<file path="config.mk">
export PLATFORM = sky130hd
export DESIGN_NAME = digit_entry
export DESIGN_NICKNAME = d
export VERILOG_FILES = /design/src/rtl/digit_entry_pkg.sv /design/src/rtl/digit_entry_button_debounce.sv /design/src/rtl/digit_entry.sv
export SDC_FILE = /design/constraint.sdc
export NUM_CORES = 1
export LEC_CHECK = 0
export CAP_MARGIN = 15
export CORE_AREA = 2 2 131 133
export DETAILED_ROUTE_END_ITERATION = 8
export DIE_AREA = 0 0 133 135
export HOLD_SLACK_MARGIN = 0.12
export PLACE_DENSITY_LB_ADDON = 0.25
export SKIP_LAST_GASP = 1
export SLEW_MARGIN = 20
export SYNTH_ARGS = -nofsm -noshare
export SYNTH_HDL_FRONTEND = slang
export SYNTH_HIERARCHICAL = 1
export SYNTH_SLANG_ARGS = --single-unit
export TNS_END_PERCENT = 100
</file>
<file path="constraint.sdc">
create_clock -name CLK -period 1.9 [get_ports CLK]
set_clock_uncertainty 0.15 [all_clocks]
set_input_delay 0.38 -clock CLK [delete_from_list [all_inputs] [get_ports CLK]]
set_output_delay 0.38 -clock CLK [all_outputs]
set_load 0.01 [all_outputs]
</file>
<file path="src/rtl/digit_entry_pkg.sv">
// Shared constants, FSM state type and BCD helpers for the digit entry block.
package digit_entry_pkg;

  localparam int DIGIT_W  = 4;
  localparam int DIGIT_N  = 4;
  localparam int SIGN_BIT = 16;
  localparam int DB_W     = SIGN_BIT + 1;

  localparam logic [2:0] CURSOR_MAX = 3'd4;

  typedef enum logic [0:0] {
    EDIT     = 1'b0,
    WAIT_ACK = 1'b1
  } state_e;

  // Modulo-10 increment; out-of-range input is folded to 0 so a digit never holds 10..15.
  function automatic logic [DIGIT_W-1:0] bcd_inc(input logic [DIGIT_W-1:0] d);
    return (d >= 4'd9) ? 4'd0 : d + 4'd1;
  endfunction

  // Modulo-10 decrement; out-of-range input is folded to 9.
  function automatic logic [DIGIT_W-1:0] bcd_dec(input logic [DIGIT_W-1:0] d);
    return (d == 4'd0 || d > 4'd9) ? 4'd9 : d - 4'd1;
  endfunction

endpackage

</file>
<file path="src/rtl/digit_entry_button_debounce.sv">
// Raw push-button conditioning: 2-flop synchronizer, stability debouncer
// built on a reloading down-counter, and a one-cycle press pulse on the
// debounced rising edge.
module button_debounce
  import digit_entry_pkg::*;
#(
  parameter int DEBOUNCE_CYCLES = 500000
) (
  input  logic CLK,
  input  logic RST,
  input  logic btn,
  output logic press
);

  localparam int CW = (DEBOUNCE_CYCLES > 1) ? $clog2(DEBOUNCE_CYCLES) : 1;
  localparam logic [CW-1:0] RELOAD = CW'(DEBOUNCE_CYCLES - 1);

  logic          sync1;
  logic          sync2;
  logic          level;
  logic          level_d;
  logic [CW-1:0] cnt;

  // Bring the asynchronous button into the CLK domain.
  always_ff @(posedge CLK or posedge RST) begin
    if (RST) begin
      sync1 <= 1'b0;
      sync2 <= 1'b0;
    end else begin
      sync1 <= btn;
      sync2 <= sync1;
    end
  end

  // Accept a new level only after it has differed for DEBOUNCE_CYCLES
  // consecutive cycles; any return to the old level reloads the counter.
  always_ff @(posedge CLK or posedge RST) begin
    if (RST) begin
      level <= 1'b0;
      cnt   <= '0;
    end else if (sync2 == level) begin
      cnt <= RELOAD;
    end else if (cnt == '0) begin
      level <= sync2;
      cnt   <= RELOAD;
    end else begin
      cnt <= cnt - 1'b1;
    end
  end

  // Delayed copy of the debounced level for edge detection.
  always_ff @(posedge CLK or posedge RST) begin
    if (RST) level_d <= 1'b0;
    else     level_d <= level;
  end

  assign press = level & ~level_d;

endmodule

</file>
<file path="src/rtl/digit_entry.sv">
// Four-digit BCD plus sign entry controller driven by five push-buttons.
//
// state    | meaning
// ---------+-----------------------------------------------------------
// EDIT     | buttons edit the digit/sign under the cursor or move it
// WAIT_ACK | guess committed, GUESS_VALID high, edits frozen until ack
module digit_entry
  import digit_entry_pkg::*;
#(
  parameter int DEBOUNCE_CYCLES = 500000
) (
  input  logic            CLK,
  input  logic            RST,
  input  logic            BTN_UP,
  input  logic            BTN_DOWN,
  input  logic            BTN_LEFT,
  input  logic            BTN_RIGHT,
  input  logic            BTN_ENTER,
  input  logic            GUESS_ACK,
  output logic [DB_W-1:0] databuffer,
  output logic [2:0]      i,
  output logic            GUESS_VALID
);

  logic [4:0]      btn_raw;
  logic [4:0]      btn_press;
  logic            p_enter, p_up, p_down, p_left, p_right;

  state_e          state, state_nxt;
  logic [DB_W-1:0] db_nxt;
  logic [2:0]      i_nxt;
  logic            gv_nxt;

  assign btn_raw = {BTN_ENTER, BTN_UP, BTN_DOWN, BTN_LEFT, BTN_RIGHT};
  assign {p_enter, p_up, p_down, p_left, p_right} = btn_press;

  for (genvar b = 0; b < 5; b++) begin : g_btn
    button_debounce #(.DEBOUNCE_CYCLES(DEBOUNCE_CYCLES)) u_db (
      .CLK   (CLK),
      .RST   (RST),
      .btn   (btn_raw[b]),
      .press (btn_press[b])
    );
  end

  // Next-state decode; the priority chain lets only one press act per cycle.
  always_comb begin
    state_nxt = state;
    db_nxt    = databuffer;
    i_nxt     = i;
    gv_nxt    = GUESS_VALID;
    case (state)
      EDIT: begin
        if (p_enter) begin
          gv_nxt    = 1'b1;
          state_nxt = WAIT_ACK;
        end else if (p_up) begin
          if (i == CURSOR_MAX) db_nxt[SIGN_BIT] = ~databuffer[SIGN_BIT];
          else begin
            for (int d = 0; d < DIGIT_N; d++)
              if (i == 3'(d))
                db_nxt[d*DIGIT_W +: DIGIT_W] = bcd_inc(databuffer[d*DIGIT_W +: DIGIT_W]);
          end
        end else if (p_down) begin
          if (i == CURSOR_MAX) db_nxt[SIGN_BIT] = ~databuffer[SIGN_BIT];
          else begin
            for (int d = 0; d < DIGIT_N; d++)
              if (i == 3'(d))
                db_nxt[d*DIGIT_W +: DIGIT_W] = bcd_dec(databuffer[d*DIGIT_W +: DIGIT_W]);
          end
        end else if (p_left) begin
          i_nxt = (i >= CURSOR_MAX) ? 3'd0 : i + 3'd1;
        end else if (p_right) begin
          i_nxt = (i == 3'd0 || i > CURSOR_MAX) ? CURSOR_MAX : i - 3'd1;
        end
      end
      WAIT_ACK: begin
        if (GUESS_ACK) begin
          gv_nxt    = 1'b0;
          state_nxt = EDIT;
        end
      end
      default: begin
        state_nxt = EDIT;
        gv_nxt    = 1'b0;
      end
    endcase
  end

  // State, entry buffer, cursor and handshake registers.
  always_ff @(posedge CLK or posedge RST) begin
    if (RST) begin
      state       <= EDIT;
      databuffer  <= '0;
      i           <= 3'd0;
      GUESS_VALID <= 1'b0;
    end else begin
      state       <= state_nxt;
      databuffer  <= db_nxt;
      i           <= i_nxt;
      GUESS_VALID <= gv_nxt;
    end
  end

endmodule
</file>
==> Word level (Yosys, flattened, before mapping) <==
Cells that the tools add are included.
W data, S select, Z words.
{ "word_totals": {"register_bits": 137, "in_bits": 8, "output_inout_bits": 21, "elab_cells": 169} }
{ "op_classes": {"n_addsub": 15, "order_cmp": 10, "eq_ne": 21, "muxes": 41, "bitwise": 20, "n_reduce_logical": 29} }
{ "op_table": {"columns": ["cell", "count"], "rows": [
  ["$mux W19", 10],
  ["$logic_not A19 Y1", 5],
  ["$sub A19 B1 Y19 const B", 5],
  ["$mux W4", 16],
  ["$mux W17", 2],
  ["$mux W16", 2],
  ["$reduce_and A7 Y1", 4],
  ["$ne A2 B2 Y1 const B", 11],
  ["$add A4 B1 Y4 const B", 4],
  ["$ge A4 B4 Y1 const B", 4],
  ["$gt A4 B4 Y1 const B", 4],
  ["$logic_not A4 Y1", 4],
  ["$sub A4 B1 Y4 const B", 4],
  ["$not A1 Y1", 15],
  ["$mux W3", 4],
  ["$reduce_and A2 Y1", 6],
  ["$eq A3 B2 Y1 const B", 2],
  ["$and A1 B1 Y1", 5],
  ["$eq A1 B1 Y1", 5],
  ["$logic_or A1 B1 Y1", 5],
  ["$mux W1", 5],
  ["$reduce_and A5 Y1", 1],
  ["$pmux W1 S2", 2],
  ["$reduce_bool A2 Y1", 2],
  ["other kinds (9)", 9]
]} }

==> Depth between registers and ports, before layout <==
Gate-level depths: netlist of run 1.
{ "depth": {"ltp_word": 7, "depth_mapped": 7, "depth_no_buf": 7} }

==> By module <==
Netlist of run 1, hierarchy kept.
{ "by_module_without_submodules": {"columns": ["mod", "n_inst", "cells_per_inst", "area_per_inst_um2", "seq_area_each_um2"], "rows": [
  ["button_debounce", 5, 107, 1122.3, 575.6],
  ["digit_entry", 1, 214, 1879.3, 550.5]
]} }

==> Least setup slack after synthesis of run 1 <==
No wires, ideal clock.
{ "synth_path": {"path_type": "reg2reg", "start": "register g_btn[0].u_db.cnt[2]", "end": "register g_btn[0].u_db.level", "setup_time_ns": 0.125, "t_arrival_ns": 1.827, "required_ns": 1.625, "slack_ns": -0.202, "path_stages_with_launch": 5, "n_path_buf": 0, "synth_period_minus_slack_ns": 2.102, "path_cell_list": "dfrtp_1 > or4_4 > nor4_4 > nand3_2 > mux2_4"} }
{ "synth_via": {"elab_chain_len": 2} }
{ "synth_rtl": {"columns": ["item", "line", "source"], "rows": [
  ["start: declaration", "digit_entry_button_debounce.sv:22", "logic [CW-1:0] cnt;"],
  ["start signal: assignment", "digit_entry_button_debounce.sv:47", "cnt <= cnt - 1'b1;"],
  ["$logic_not A19 Y1", "digit_entry_button_debounce.sv:43", "end else if (cnt == '0) begin"],
  ["$reduce_and A2 Y1 (no source line)", null, null],
  ["end signal: assignment", "digit_entry_button_debounce.sv:44", "level <= sync2;"],
  ["end: declaration", "digit_entry_button_debounce.sv:20", "logic level;"]
]} }
No other way between the ends.
A chain may end at the register's enable or synchronous reset.

==> Worst setup path after layout of run 1 <==
{ "layout_path": {"start": "register g_btn[3].u_db.cnt[9]", "end": "register g_btn[3].u_db.level"} }
{ "layout_via": {"elab_chain_len": 2} }
{ "layout_rtl": {"columns": ["item", "line"], "rows": [
  ["start: declaration", "digit_entry_button_debounce.sv:22"],
  ["start signal: assignment", "digit_entry_button_debounce.sv:47"],
  ["$logic_not A19 Y1", "digit_entry_button_debounce.sv:43"],
  ["$reduce_and A2 Y1 (no source line)", null],
  ["end signal: assignment", "digit_entry_button_debounce.sv:44"],
  ["end: declaration", "digit_entry_button_debounce.sv:20"]
]} }
No other way between the ends.

==> results of run 1 <==
==> cell usage after synthesis (all sizes together), types with 3 or more instances <==
| cell type | count |
|---|---|
| mux2 | 6 |
| a21oi | 36 |
| nand4 | 9 |
| nor4 | 27 |
| nand2 | 55 |
| o31ai | 13 |
| a21o | 3 |
| a31o | 5 |
| nand3 | 30 |
| clkbuf | 5 |
| nor3 | 9 |
| or4 | 28 |
| inv | 41 |
| xnor2 | 31 |
| nor3b | 7 |
| nand4b | 9 |
| or3 | 11 |
| o41ai | 5 |
| o22ai | 3 |
| and3 | 5 |
| and4b | 7 |
| nor2 | 86 |
| nand3b | 6 |
| xor2 | 30 |
| nor2b | 13 |
| ha | 30 |
| o21ai | 33 |
| a221oi | 3 |
| buf | 8 |
| a31oi | 10 |
| dfrtp | 137 |
| nand2b | 3 |
| or3b | 8 |
| or2 | 11 |
==> per-stage QoR <==
stage | total power [mW] | std cells | hold WS [ns] | TNS (ns) | cell area (µm²)
5_1_grt | 6.95 | 1230 | 0.205 | -11.79 | 11000
2_1_floorplan | 3.22 | 749 | 0.181 | -1.38 | 7580
3_5_place_dp | 3.39 | 1154 | 0.186 | -6.10 | 9360
3_3_place_gp | 3.37 | 1154 | 0.184 | -2.86 | 9360
4_1_cts | 6.71 | 1212 | 0.198 | -3.00 | 10400
6_report | 6.70 | 1230 | 0.195 | -5.65 | 11000
==> final timing paths <==
| check | start | end | slack, ns | depth (start not counted) |
|---|---|---|---|---|
| worst max-delay path | g_btn[3].u_db/cnt[9] | g_btn[3].u_db/level | -0.16 | 5 |
| worst min-delay path | g_btn[0].u_db/sync1 | g_btn[0].u_db/sync2 | 0.19 | 0 |
| worst max register to register | g_btn[3].u_db/cnt[9] | g_btn[3].u_db/level | -0.16 | 5 |
| worst min register to register | g_btn[0].u_db/sync1 | g_btn[0].u_db/sync2 | 0.19 | 0 |
| max in group asynchronous | RST | databuffer[6] | 0.91 | 3 |
| min in group asynchronous | RST | g_btn[0].u_db/sync1 | 0.36 | 3 |
==> sequential cells by signal (all words and copies together), names as in the netlist <==
signal and count:
g_btn.u_db/sync2 5, databuffer 17, i 3, g_btn.u_db/sync1 5
state 1, g_btn.u_db/level 5, g_btn.u_db/level_d 5, GUESS_VALID 1
g_btn.u_db/cnt 95
==> kinds of logic (layout without fill, tap and decap cells) <==
logic type	after synthesis	after routing	synth area share [%]
buffers and inverters	54	312	2.96
adder cells (fa/ha/maj)	30	30	5.01
XOR/XNOR	61	61	7.13
flip-flops	137	137	45.8
AND/OR/NAND/NOR	324	324	25.5
AO/OA/AOI/OAI	136	139	12.4
multiplexers	7	7	1.29
==> power by group <==
part	internal [mW]	switching [mW]	total [mW]
Clock	2.08	1.22	3.30
Combinational	0.163	0.246	0.409
Sequential	2.96	0.0265	2.99
==> critical path, delay by kind of cell (launching register included) <==
| family | cells | cell delay [ns] |
|---|---|---|
| buf+inv | 1 | 0.17 |
| flops | 1 | 0.39 |
| simple gates | 3 | 0.93 |
| mux | 1 | 0.31 |
==> cell type report <==
cell class	instances	area (µm²)
Sequential cell	137	3440
Timing Repair Buffer	239	1930
Fill cell	1133	5410
Tap cell	220	275
Multi-Input combinational cell	561	4630
Clock inverter	9	123
Clock buffer	23	458
Inverter	41	154
==> routing by layer <==
metal	GRT usage, %	vias to the layer above	wire length, µm
met5	0	-	0
met4	9.56	0	449
li1	-	3220	-
met2	38.9	140	10600
met1	27.1	3409	8470
met3	3.72	44	627
==> what timing repair did <==
action	CTS	global route
gates cloned	2	1
pin swaps	31	40
hold buffers	0	0
buffers inserted	24	17
gates resized for setup	80	97
endpoints found under the setup margin	122	115
==> placed cells by master (no fill, tap or decap), drive strengths merged, types with 5 or more instances in the layout <==
cell type,count
a21oi,36
a31o,5
a31oi,13
and3,5
and4b,7
buf,211
clkbuf,23
clkdlybuf4s50,15
clkinv,5
dfrtp,137
dlygate4sd2,12
ha,30
inv,41
mux2,6
nand2,55
nand3,30
nand3b,6
nand4,9
nand4b,9
nor2,86
nor2b,13
nor3,9
nor3b,7
nor4,27
o21ai,33
o31ai,13
o41ai,5
or2,11
or3,11
or3b,8
or4,28
xnor2,31
xor2,30
==> metrics.txt, run 1 <==
# TYPE chip_impl_metric gauge
chip_impl_metric{name="slew_headroom",unit="%"} 52.7
chip_impl_metric{name="yosys.area.top_type_share",unit="%"} 45.8
chip_impl_metric{name="final_layout_size_suffix_gt1_share",unit="%"} 41.8
chip_impl_info{name="worstSetupEndpointType",value="flip-flop"} 1
chip_impl_metric{name="timing.critical_path.arrival",unit="ns"} 2.22
chip_impl_metric{name="synthesis.instances",unit=""} 749
chip_impl_metric{name="drt_iter0_markers",unit=""} 363
chip_impl_metric{name="powerDensity",unit="nW/µm²"} 609
chip_impl_metric{name="final-max-slew-violation-count",unit=""} 0
chip_impl_metric{name="num-nets-final",unit=""} 1035
chip_impl_metric{name="ys.warnings.count",unit=""} 6
chip_impl_metric{name="first_global_vias",unit=""} 6956
chip_impl_metric{name="die-height",unit="µm"} 135
chip_impl_info{name="tritoncts",value="yes"} 1
chip_impl_metric{name="final_count_of_hold_timing_violations",unit=""} 0
chip_impl_metric{name="placement_rows",unit=""} 47
chip_impl_info{name="clock_tree.root_cell",value="sky130_fd_sc_hd__clkbuf_16"} 1
chip_impl_metric{name="cellLeakagePower",unit="nW"} 4.62
chip_impl_info{name="crit_path_class",value="reg -> reg"} 1
chip_impl_metric{name="clk_pin_slew",unit="ns"} 0.06
chip_impl_info{name="status",value="finished with violations"} 1
chip_impl_metric{name="period_minus_slack",unit="ns"} 2.06
chip_impl_metric{name="worst_slack",unit="ns"} -0.161
chip_impl_metric{name="timing.critical_path.required",unit="ns"} 2.06
chip_impl_metric{name="worstPathMaxFanout",unit=""} 5
chip_impl_metric{name="detailed_place_hpwl",unit="µm"} 12700
chip_impl_metric{name="vias_per_cell",unit=""} 5.54
chip_impl_metric{name="async_s_r_ff_share_synth",unit="%"} 100
chip_impl_metric{name="core_region_area",unit="µm²"} 16400
chip_impl_metric{name="all_layer_global_routing_usage",unit="%"} 22.2
chip_impl_metric{name="power.ir.vdd_worst",unit="V"} 0.000637
chip_impl_metric{name="avgRoutedWirePerCell",unit="µm"} 16.4
chip_impl_metric{name="insertedDiodeCount",unit=""} 0
chip_impl_metric{name="routed-via-count",unit=""} 6813
chip_impl_metric{name="clkSinkCount",unit=""} 137
chip_impl_metric{name="drtAntennaViolNets",unit=""} 0
chip_impl_metric{name="worstMarginPinSlew",unit="ns"} 0.707
chip_impl_metric{name="drv.max_cap_violation_count",unit=""} 0
chip_impl_metric{name="synth_edf_count",unit=""} 0
chip_impl_metric{name="utilization",unit="%"} 67.1
chip_impl_info{name="synthTopCellsByArea",value="sky130_fd_sc_hd__dfrtp_1, sky130_fd_sc_hd__ha_1, sky130_fd_sc_hd__nor2_1, sky130_fd_sc_hd__xnor2_1, sky130_fd_sc_hd__xor2_1"} 1
chip_impl_metric{name="port-buffer-count",unit=""} 28
chip_impl_info{name="synth_top_cell_by_area",value="sky130_fd_sc_hd__dfrtp_1"} 1
chip_impl_metric{name="netlist_area",unit="µm²"} 7490
chip_impl_info{name="violations_in_the_final_reports",value="negative setup slack"} 1
chip_impl_metric{name="areaGrowthSynthToFinish",unit="%"} 46.9
chip_impl_metric{name="ys_ff_latch",unit=""} 137
chip_impl_metric{name="dpl_worst_slack",unit="ns"} -0.137
chip_impl_metric{name="route.detailed.drc",unit=""} 0
chip_impl_metric{name="grt_start_max_net_pins",unit=""} 33
chip_impl_metric{name="top_level_ports",unit=""} 29
chip_impl_info{name="crit_chain",value="or4_4 -> nor4_4 -> buf_6 -> nand3_2 -> mux2_4"} 1
chip_impl_metric{name="drt-pass1-iter-count",unit=""} 4
chip_impl_info{name="setup.worst_path.start_class",value="flip-flop"} 1
chip_impl_info{name="critPathSlowestCell",value="sky130_fd_sc_hd__or4_4"} 1
chip_impl_info{name="hold_path.class",value="reg -> reg"} 1
chip_impl_metric{name="antenna_violations_before_repair",unit=""} 0
chip_impl_metric{name="synthesis.area_per_instance",unit="µm²"} 10.0
chip_impl_metric{name="grt_pass1_wl",unit="µm"} 32400
chip_impl_metric{name="die_outline_width",unit="µm"} 133
chip_impl_metric{name="synth_cell_types",unit=""} 69
chip_impl_metric{name="postSynthNetCount",unit=""} 787
chip_impl_metric{name="seq_area_frac_synth",unit="%"} 45.8
chip_impl_metric{name="place.gp.congestion",unit=""} 0.844
chip_impl_metric{name="floorplan.die_area",unit="µm²"} 18000
chip_impl_metric{name="cts-buffers-inserted",unit=""} 17
chip_impl_metric{name="start_util",unit="%"} 45.7
chip_impl_info{name="rsz0062_at_grt",value="true"} 1
chip_impl_metric{name="final.period_utilization",unit="%"} 108
chip_impl_metric{name="clock_path_buffers",unit=""} 2
chip_impl_metric{name="clock_latency",unit="ns"} 0.43
chip_impl_metric{name="worst_path_largest_cell_delay",unit="ns"} 0.57
chip_impl_metric{name="setup_violations",unit=""} 92
chip_impl_metric{name="max_clock_freq",unit="MHz"} 485
chip_impl_metric{name="gr-total-overflow",unit=""} 0
chip_impl_metric{name="clock_tree.htree_level_count",unit=""} 4
chip_impl_info{name="dominantRegCellSynth",value="sky130_fd_sc_hd__dfrtp_1"} 1
chip_impl_metric{name="drt-total-wl",unit="µm"} 20100
No activity file was read; power rests on OpenSTA's default activity.
==> run 2, diff against run 1 <==
--- a/config.mk
+++ b/config.mk
@@ -6,9 +6,12 @@
 export NUM_CORES = 1
 export LEC_CHECK = 0
 export CAP_MARGIN = 15
-export CORE_AREA = 2 2 131 133
+export CELL_PAD_IN_SITES_DETAIL_PLACEMENT = 1
+export CELL_PAD_IN_SITES_GLOBAL_PLACEMENT = 1
+export CORE_AREA = 2 2 134 136
+export CTS_CLUSTER_SIZE = 8
 export DETAILED_ROUTE_END_ITERATION = 8
-export DIE_AREA = 0 0 133 135
+export DIE_AREA = 0 0 136 138
 export HOLD_SLACK_MARGIN = 0.12
 export PLACE_DENSITY_LB_ADDON = 0.25
 export SKIP_LAST_GASP = 1
==> run 2 against run 1 <==
Compared with the run above: the run still ends with negative setup slack left; power up 12%; sequential share of layout area down 2.1 points; critical path depth unchanged; critical path type unchanged; critical endpoint is now g_btn[1].u_db/level; largest cell class unchanged.
==> metrics.txt, run 2 (synthesis results as in run 1) <==
# TYPE chip_impl_metric gauge
chip_impl_metric{name="die-height",unit="µm"} 138
chip_impl_metric{name="start_util",unit="%"} 42.7
chip_impl_metric{name="vias_per_cell",unit=""} 6.41
chip_impl_metric{name="core_region_area",unit="µm²"} 17500
chip_impl_metric{name="avgRoutedWirePerCell",unit="µm"} 29.0
chip_impl_metric{name="stdcell_area",unit="µm²"} 11800
chip_impl_info{name="crit_path_class",value="reg -> reg"} 1
chip_impl_metric{name="floorplan.die_area",unit="µm²"} 18800
chip_impl_info{name="crit_chain",value="or4_4 -> nor4_4 -> buf_4 -> nand3_2 -> mux2_4"} 1
chip_impl_metric{name="detailed_place_hpwl",unit="µm"} 15600
chip_impl_metric{name="max_clock_freq",unit="MHz"} 438
chip_impl_metric{name="finalPower",unit="mW"} 7.49
chip_impl_info{name="tritoncts",value="yes"} 1
chip_impl_info{name="mostFrequentLayoutCell",value="sky130_fd_sc_hd__buf_4"} 1
chip_impl_metric{name="all_layer_global_routing_usage",unit="%"} 32.6
chip_impl_metric{name="multi_input_comb_area",unit="µm²"} 5020
chip_impl_metric{name="worst_slack",unit="ns"} -0.385
chip_impl_metric{name="flip_flop_count_of_the_largest_register_all_copies_and_words_added",unit=""} 95
chip_impl_metric{name="placed_cell_area",unit="µm²"} 9440
chip_impl_info{name="setup.worst_path.start_class",value="flip-flop"} 1
chip_impl_metric{name="timing.critical_path.required",unit="ns"} 2.08
chip_impl_metric{name="final-max-slew-violation-count",unit=""} 0
chip_impl_metric{name="cts-buffers-inserted",unit=""} 17
chip_impl_info{name="layout_common_cells",value="sky130_fd_sc_hd__buf_4, sky130_fd_sc_hd__dfrtp_1, sky130_fd_sc_hd__nor2_1, sky130_fd_sc_hd__nand2_1, sky130_fd_sc_hd__inv_1"} 1
chip_impl_info{name="clock_tree.root_cell",value="sky130_fd_sc_hd__clkbuf_16"} 1
chip_impl_metric{name="first_global_vias",unit=""} 8408
chip_impl_metric{name="top_level_ports",unit=""} 29
chip_impl_metric{name="port-buffer-count",unit=""} 28
chip_impl_metric{name="timing.critical_path.arrival",unit="ns"} 2.47
chip_impl_metric{name="worst_path_largest_cell_delay",unit="ns"} 0.58
chip_impl_metric{name="seq_area",unit="µm²"} 3440
chip_impl_metric{name="areaGrowthSynthToFinish",unit="%"} 57.6
chip_impl_info{name="status",value="finished with violations"} 1
chip_impl_metric{name="insertedDiodeCount",unit=""} 0
chip_impl_metric{name="clkSinkCount",unit=""} 137
chip_impl_metric{name="drv.max_cap_violation_count",unit=""} 0
chip_impl_metric{name="dp_cells",unit=""} 1172
chip_impl_metric{name="clock_latency",unit="ns"} 0.45
chip_impl_info{name="largest-register",value="g_btn.u_db/cnt"} 1
chip_impl_metric{name="period_minus_slack",unit="ns"} 2.29
chip_impl_metric{name="grt_start_max_net_pins",unit=""} 24
chip_impl_metric{name="num-nets-final",unit=""} 1073
chip_impl_metric{name="route.detailed.drc",unit=""} 0
chip_impl_metric{name="final.period_utilization",unit="%"} 120
chip_impl_info{name="hold_path.class",value="reg -> reg"} 1
chip_impl_metric{name="setup_violations",unit=""} 110
chip_impl_info{name="rsz0062_at_grt",value="true"} 1
chip_impl_info{name="critPathSlowestCell",value="sky130_fd_sc_hd__or4_4"} 1
chip_impl_metric{name="worstPathMaxFanout",unit=""} 4
chip_impl_metric{name="routed-via-count",unit=""} 8180
chip_impl_metric{name="powerDensity",unit="nW/µm²"} 635
chip_impl_info{name="worstSetupEndpointType",value="flip-flop"} 1
chip_impl_metric{name="final_count_of_hold_timing_violations",unit=""} 0
chip_impl_metric{name="drt-total-wl",unit="µm"} 37000
chip_impl_metric{name="final_layout_size_suffix_gt1_share",unit="%"} 49.0
chip_impl_metric{name="layout.cells.non_filler",unit=""} 1276
chip_impl_metric{name="antenna_violations_before_repair",unit=""} 0
chip_impl_metric{name="die_outline_width",unit="µm"} 136
chip_impl_metric{name="placement_rows",unit=""} 49
chip_impl_metric{name="place.gp.congestion",unit=""} 0.821
chip_impl_info{name="crit_family",value="simple AND/OR/NAND/NOR gates"} 1
chip_impl_metric{name="cellLeakagePower",unit="nW"} 4.94
chip_impl_metric{name="worstMarginPinSlew",unit="ns"} 0.745
chip_impl_info{name="biggestRegsByFlops",value="g_btn.u_db/cnt: 95 flops, databuffer: 17 flops"} 1
chip_impl_metric{name="cts_hold_repair.buffers",unit=""} 0
chip_impl_metric{name="drt_iter0_markers",unit=""} 585
chip_impl_metric{name="clock_tree.htree_level_count",unit=""} 4
chip_impl_metric{name="final.fill_count",unit=""} 1814
chip_impl_metric{name="clk_pin_slew",unit="ns"} 0.07
chip_impl_metric{name="drtAntennaViolNets",unit=""} 0
chip_impl_metric{name="power.ir.vdd_worst",unit="V"} 0.000671
chip_impl_metric{name="drt-pass1-iter-count",unit=""} 5
chip_impl_info{name="violations_in_the_final_reports",value="negative setup slack"} 1
chip_impl_metric{name="grt_pass1_wl",unit="µm"} 47100
chip_impl_metric{name="slew_headroom",unit="%"} 50.2
chip_impl_metric{name="clock_path_buffers",unit=""} 2
chip_impl_metric{name="utilization",unit="%"} 67.3
chip_impl_metric{name="gr-total-overflow",unit=""} 0
chip_impl_metric{name="critical_path_buf_inv_count",unit=""} 1
[run 2: cell count changes in the layout (fill, tap and decap cells not counted), sizes merged]
cell / previous run / this run
buf: 211 / 247
clkbuf: 23 / 19
bufinv: 3 / 6
a31oi: 13 / 15
clkdlybuf4s50: 15 / 14
clkinv: 5 / 4
dlygate4sd2: 12 / 13
inv: 41 / 42
[run 2: layout make-up]
class	count	share of cell area (%)
Timing Repair Buffer	275	18.8
Clock buffer	19	3.84
Tap cell	229	2.43
Inverter	41	1.37
Multi-Input combinational cell	563	42.5
Clock inverter	12	1.87
Sequential cell	137	29.1
[run 2: power breakdown]
group	internal (mW)	switching [mW]
clock	2.52	1.47
sequential	2.96	0.0395
combinational	0.183	0.323
[run 2: per-stage QoR]
step	TNS [ns]	setup slack [ns]	hold WS (ns)
6_report	-21.23	-0.385	0.201
3_3_place_gp	-4.60	-0.110	0.184
5_1_grt	-24.54	-0.353	0.209
3_5_place_dp	-10.48	-0.237	0.186
4_1_cts	-6.20	-0.181	0.197
2_1_floorplan	-1.38	-0.100	0.181
[run 2: repair_timing]
| action | 4_1_cts | 5_1_grt |
|---|---|---|
| hold endpoints to repair | 0 | 0 |
| resized for setup | 118 | 147 |
| setup buffers | 35 | 34 |
| endpoints found under the setup margin | 126 | 119 |
| pin swaps | 42 | 68 |
| gates cloned | 3 | 2 |
[run 2: worst paths after layout]
kind	start	end	slack, ns	cells past startpoint
worst min-delay path	g_btn[0].u_db/sync1	g_btn[0].u_db/sync2	0.20	0
worst max register to register	g_btn[1].u_db/cnt[13]	g_btn[1].u_db/level	-0.39	5
worst max-delay path	g_btn[1].u_db/cnt[13]	g_btn[1].u_db/level	-0.39	5
max in group asynchronous	RST	g_btn[3].u_db/cnt[18]	0.71	3
min in group asynchronous	RST	g_btn[1].u_db/level	0.54	3
worst min register to register	g_btn[0].u_db/sync1	g_btn[0].u_db/sync2	0.20	0
[run 2: metal layers]
layer | GRT usage (%) | up-vias | wire (µm)
li1 | - | 3301 | -
met1 | 36.6 | 4170 | 13700
met2 | 57.6 | 491 | 18400
met3 | 6.67 | 218 | 2130
met4 | 17.2 | 0 | 2720
met5 | 0 | - | 0
==> run 3, diff against run 2 <==
--- a/config.mk
+++ b/config.mk
@@ -8,16 +8,15 @@
 export CAP_MARGIN = 15
 export CELL_PAD_IN_SITES_DETAIL_PLACEMENT = 1
 export CELL_PAD_IN_SITES_GLOBAL_PLACEMENT = 1
-export CORE_AREA = 2 2 134 136
+export CORE_AREA = 2 2 131 133
 export CTS_CLUSTER_SIZE = 8
 export DETAILED_ROUTE_END_ITERATION = 8
-export DIE_AREA = 0 0 136 138
+export DIE_AREA = 0 0 133 135
 export HOLD_SLACK_MARGIN = 0.12
 export PLACE_DENSITY_LB_ADDON = 0.25
 export SKIP_LAST_GASP = 1
 export SLEW_MARGIN = 20
 export SYNTH_ARGS = -nofsm -noshare
 export SYNTH_HDL_FRONTEND = slang
-export SYNTH_HIERARCHICAL = 1
 export SYNTH_SLANG_ARGS = --single-unit
 export TNS_END_PERCENT = 100
==> run 3 against run 2 <==
Compared with the run above: the flow still finishes with violations (negative setup slack); sequential power hardly changed; global-route usage is 7.7 points lower; power is 5.2% lower; cell count is 9.3% lower; flip-flop and latch count stayed put; register-to-register slack better by 0.02 ns; clock power is 5.5% lower; first-iteration DRC count is 39% lower; hold slack worse by 0.046 ns; area after synthesis is 6.3% lower; worst setup slack better by 0.022 ns; routed wire length is 30% lower.
==> metrics.txt, run 3 <==
# TYPE chip_impl_metric gauge
chip_impl_metric{name="post_synth_xor_area_fraction",unit="%"} 9.48
chip_impl_metric{name="seq_area",unit="µm²"} 3440
chip_impl_metric{name="num-nets-final",unit=""} 961
chip_impl_metric{name="clkSinkCount",unit=""} 137
chip_impl_metric{name="timing.critical_path.required",unit="ns"} 2.06
chip_impl_metric{name="grt_start_max_net_pins",unit=""} 35
chip_impl_metric{name="synthesis.area_per_instance",unit="µm²"} 9.73
chip_impl_metric{name="met1Wirelength",unit="µm"} 10700
chip_impl_info{name="crit_path_class",value="reg -> reg"} 1
chip_impl_info{name="largest-register",value="g_btn.u_db.cnt"} 1
chip_impl_metric{name="max_clock_freq",unit="MHz"} 442
chip_impl_metric{name="core_region_area",unit="µm²"} 16400
chip_impl_info{name="leading_cell_type_by_number_of_instances_after_synthesis",value="sky130_fd_sc_hd__dfrtp_1"} 1
chip_impl_metric{name="first_global_vias",unit=""} 7060
chip_impl_metric{name="start_util",unit="%"} 42.8
chip_impl_metric{name="synthesis.instances",unit=""} 722
chip_impl_metric{name="place.gp.congestion",unit=""} 0.843
chip_impl_metric{name="placed_cell_area",unit="µm²"} 8620
chip_impl_info{name="tritoncts",value="yes"} 1
chip_impl_metric{name="slew_headroom",unit="%"} 62.9
chip_impl_info{name="status",value="finished with violations"} 1
chip_impl_metric{name="cellLeakagePower",unit="nW"} 4.47
chip_impl_metric{name="port-buffer-count",unit=""} 28
chip_impl_info{name="layout_common_cells",value="sky130_fd_sc_hd__buf_4, sky130_fd_sc_hd__dfrtp_1, sky130_fd_sc_hd__nand2_1, sky130_fd_sc_hd__nor2_1, sky130_fd_sc_hd__xnor2_1"} 1
chip_impl_info{name="synthTopCellsByArea",value="sky130_fd_sc_hd__dfrtp_1, sky130_fd_sc_hd__xnor2_1, sky130_fd_sc_hd__ha_1, sky130_fd_sc_hd__nand2_1, sky130_fd_sc_hd__nor2_1"} 1
chip_impl_metric{name="detailed_place_hpwl",unit="µm"} 13000
chip_impl_metric{name="ys_ff_latch",unit=""} 137
chip_impl_info{name="hold_path.class",value="in -> async"} 1
chip_impl_metric{name="p_sw_share",unit="%"} 22.9
chip_impl_metric{name="stdcell_area",unit="µm²"} 10500
chip_impl_info{name="critPathSlowestCell",value="sky130_fd_sc_hd__or3b_4"} 1
chip_impl_info{name="clock_tree.root_cell",value="sky130_fd_sc_hd__clkbuf_16"} 1
chip_impl_metric{name="yosys.area_share.adder",unit="%"} 5.17
chip_impl_info{name="synth_common_cells",value="sky130_fd_sc_hd__dfrtp_1, sky130_fd_sc_hd__nand2_1, sky130_fd_sc_hd__nor2_1"} 1
chip_impl_metric{name="die-height",unit="µm"} 135
chip_impl_metric{name="ys.warnings.count",unit=""} 0
chip_impl_metric{name="reg2reg_setup_slack",unit="ns"} -0.36
chip_impl_metric{name="synth_edf_count",unit=""} 0
chip_impl_metric{name="final_count_of_hold_timing_violations",unit=""} 0
chip_impl_metric{name="power.ir.vdd_worst",unit="V"} 0.000766
chip_impl_metric{name="drv.max_cap_violation_count",unit=""} 0
chip_impl_info{name="rsz0062_at_grt",value="true"} 1
chip_impl_metric{name="postSynthNetCount",unit=""} 759
chip_impl_metric{name="clock_tree.htree_level_count",unit=""} 4
chip_impl_metric{name="drt-pass1-iter-count",unit=""} 4
chip_impl_metric{name="clock_power_share",unit="%"} 53.1
chip_impl_metric{name="setup_violations",unit=""} 85
chip_impl_info{name="critical_path.reg2reg.endpoint",value="databuffer[4]"} 1
chip_impl_metric{name="grt_pass1_wl",unit="µm"} 35500
chip_impl_metric{name="cts-buffers-inserted",unit=""} 17
chip_impl_metric{name="final_layout_size_suffix_gt1_share",unit="%"} 40.3
chip_impl_metric{name="drt_iter0_markers",unit=""} 359
chip_impl_info{name="top_layer",value="met4"} 1
chip_impl_metric{name="period_minus_slack",unit="ns"} 2.26
chip_impl_metric{name="final.fill_count",unit=""} 1692
chip_impl_metric{name="clock_latency",unit="ns"} 0.43
chip_impl_metric{name="p_sw",unit="mW"} 1.63
chip_impl_metric{name="clk_pin_slew",unit="ns"} 0.06
chip_impl_metric{name="routed-via-count",unit=""} 6530
chip_impl_metric{name="yosys.area_share.simple",unit="%"} 23.1
chip_impl_info{name="violations_in_the_final_reports",value="negative setup slack"} 1
chip_impl_metric{name="synth_compound_gate_area_share",unit="%"} 8.91
chip_impl_metric{name="antenna_violations_before_repair",unit=""} 0
chip_impl_metric{name="count_of_cells_along_the_worst_register_to_register_path",unit=""} 9
chip_impl_info{name="largest_family_of_logic_cells_by_synthesized_area",value="simple AND/OR/NAND/NOR gates"} 1
chip_impl_info{name="worstSetupEndpointType",value="flip-flop"} 1
chip_impl_metric{name="yosys.area.top_type_share",unit="%"} 48.8
chip_impl_info{name="setup.worst_path.start_class",value="flip-flop"} 1
chip_impl_metric{name="multi_input_comb_area",unit="µm²"} 4290
chip_impl_metric{name="cts_hold_repair.buffers",unit=""} 0
chip_impl_metric{name="utilization",unit="%"} 63.9
chip_impl_metric{name="wl_met3",unit="µm"} 862
chip_impl_metric{name="clock_path_buffers",unit=""} 2
chip_impl_info{name="crit_chain",value="inv_2 -> ha_4 -> ha_4 -> or3b_4 -> a2111oi_4 -> buf_4 -> o21ai_1 -> nand2_1 -> o21ai_1"} 1
chip_impl_metric{name="placement_rows",unit=""} 47
chip_impl_metric{name="flip_flop_count_of_the_largest_register_all_copies_and_words_added",unit=""} 95
chip_impl_info{name="mostFrequentLayoutCell",value="sky130_fd_sc_hd__buf_4"} 1
chip_impl_metric{name="worstMarginPinSlew",unit="ns"} 0.554
chip_impl_info{name="synth_top_cell_by_area",value="sky130_fd_sc_hd__dfrtp_1"} 1
chip_impl_metric{name="wl_met2",unit="µm"} 13700
chip_impl_metric{name="layout.cells.non_filler",unit=""} 1157
chip_impl_metric{name="internal_power",unit="mW"} 5.48
chip_impl_metric{name="muxShareOfSynthArea",unit="%"} 1.53
chip_impl_metric{name="timing.critical_path.arrival",unit="ns"} 2.42
chip_impl_metric{name="powerDensity",unit="nW/µm²"} 678
chip_impl_metric{name="final.period_utilization",unit="%"} 119
chip_impl_metric{name="areaGrowthSynthToFinish",unit="%"} 49.2
chip_impl_metric{name="dpl_worst_slack",unit="ns"} -0.257
chip_impl_metric{name="async_s_r_ff_share_synth",unit="%"} 100
chip_impl_metric{name="top_level_ports",unit=""} 29
chip_impl_info{name="biggestRegsByFlops",value="g_btn.u_db.cnt: 95 flops, databuffer: 17 flops"} 1
chip_impl_metric{name="vias_per_cell",unit=""} 5.64
chip_impl_metric{name="worstPathMaxFanout",unit=""} 7
chip_impl_metric{name="drt-total-wl",unit="µm"} 25900
chip_impl_info{name="reg2reg_from",value="i[1]"} 1
chip_impl_metric{name="drtAntennaViolNets",unit=""} 0
chip_impl_metric{name="comb_power_share",unit="%"} 4.9
chip_impl_metric{name="route.detailed.drc",unit=""} 0
chip_impl_metric{name="floorplan.die_area",unit="µm²"} 18000
chip_impl_metric{name="avgRoutedWirePerCell",unit="µm"} 22.4
chip_impl_metric{name="worst_slack",unit="ns"} -0.364
chip_impl_metric{name="netlist_area",unit="µm²"} 7020
chip_impl_metric{name="worst_path_largest_cell_delay",unit="ns"} 0.40
chip_impl_metric{name="insertedDiodeCount",unit=""} 0
chip_impl_metric{name="die_outline_width",unit="µm"} 133
chip_impl_metric{name="gr-total-overflow",unit=""} 0
chip_impl_info{name="dominantRegCellSynth",value="sky130_fd_sc_hd__dfrtp_1"} 1
chip_impl_metric{name="all_layer_global_routing_usage",unit="%"} 24.9
chip_impl_metric{name="power_frac_seq",unit="%"} 42.0
chip_impl_metric{name="synth_cell_types",unit=""} 62
chip_impl_metric{name="seq_area_frac_synth",unit="%"} 48.8
chip_impl_metric{name="dp_cells",unit=""} 1083
chip_impl_metric{name="final-max-slew-violation-count",unit=""} 0
[run 3: cell count changes in the layout (fill, tap and decap cells not counted), moves of 8 or more]
cell                      change
sky130_fd_sc_hd__o21ai_2     -10
sky130_fd_sc_hd__a31oi_4     -10
sky130_fd_sc_hd__or4_4       -12
sky130_fd_sc_hd__or2_2       -10
sky130_fd_sc_hd__xnor2_1     +14
sky130_fd_sc_hd__nor4_4      -10
sky130_fd_sc_hd__nand2_1     +23
sky130_fd_sc_hd__nand2_2      +8
sky130_fd_sc_hd__nor3_1      +13
sky130_fd_sc_hd__buf_4       -74
[run 3: routing by layer]
metal  track usage, %  up-vias
met5                0        -
met4             7.83        0
met3             5.41       66
met2             45.3      159
met1             29.4     3406
li1                 -     2899
[run 3: kinds of logic (layout without fill, tap and decap cells)]
logic type	Yosys count	count (layout)
multiplexers	10	10
adder cells (fa/ha/maj)	29	29
buffers and inverters	50	263
AND/OR/NAND/NOR	324	326
flip-flops	137	137
AO/OA/AOI/OAI	96	96
XOR/XNOR	76	76
[run 3: final cells by class]
type / instances / share of cell area (%)
inverter: 32 / 1.18
tap: 220 / 2.63
multi-input combinational: 537 / 40.9
timing repair buffer: 199 / 16.2
clock inverter: 12 / 1.88
clock buffer: 20 / 4.36
sequential: 137 / 32.8
[run 3: worst max-delay path by stage]
stage	start	end	slack, ns	cells past startpoint
final	i[1]	databuffer[4]	-0.36	9
after global routing	i[1]	databuffer[4]	-0.43	9
after CTS	i[1]	databuffer[7]	-0.21	7
after detailed placement	g_btn[3].u_db.cnt[11]	g_btn[3].u_db.cnt[18]	-0.26	6
after global placement	g_btn[3].u_db.cnt[11]	g_btn[3].u_db.cnt[18]	-0.15	6
after floorplan	RST	GUESS_VALID	-0.34	1
[run 3: power groups by stage]
stage | Clock, mW | Combinational [mW] | Sequential (mW)
finish | 3.77 | 0.345 | 2.99
global route | 3.94 | 0.372 | 2.99
CTS | 3.74 | 0.310 | 2.98
detailed placement | 0 | 0.275 | 3.04
global placement | 0 | 0.261 | 3.03
floorplan | 0 | 0.141 | 3.03
[run 3: timing repair]
item / in CTS / in global routing
resized for setup: 124 / 110
gates cloned: 1 / 1
setup endpoints to repair: 117 / 105
pin swaps: 41 / 58
setup buffers: 23 / 21
[run 3: through the flow]
stage	setup TNS [ns]	power (mW)	hold slack [ns]
2_1_floorplan	-48.26	3.17	0.181
3_3_place_gp	-2.67	3.29	0.188
3_5_place_dp	-7.54	3.31	0.186
4_1_cts	-5.95	7.03	0.138
5_1_grt	-18.24	7.30	0.149
6_report	-13.42	7.10	0.155
[run 3: critical path, delay by kind of cell (launching register included)]
family	cells	cell delay, ns
AO/OA/AOI/OAI	3	0.46
adder cells (fa/ha/maj)	2	0.34
flip-flops	1	0.38
buffers and inverters	2	0.32
AND/OR/NAND/NOR	2	0.50
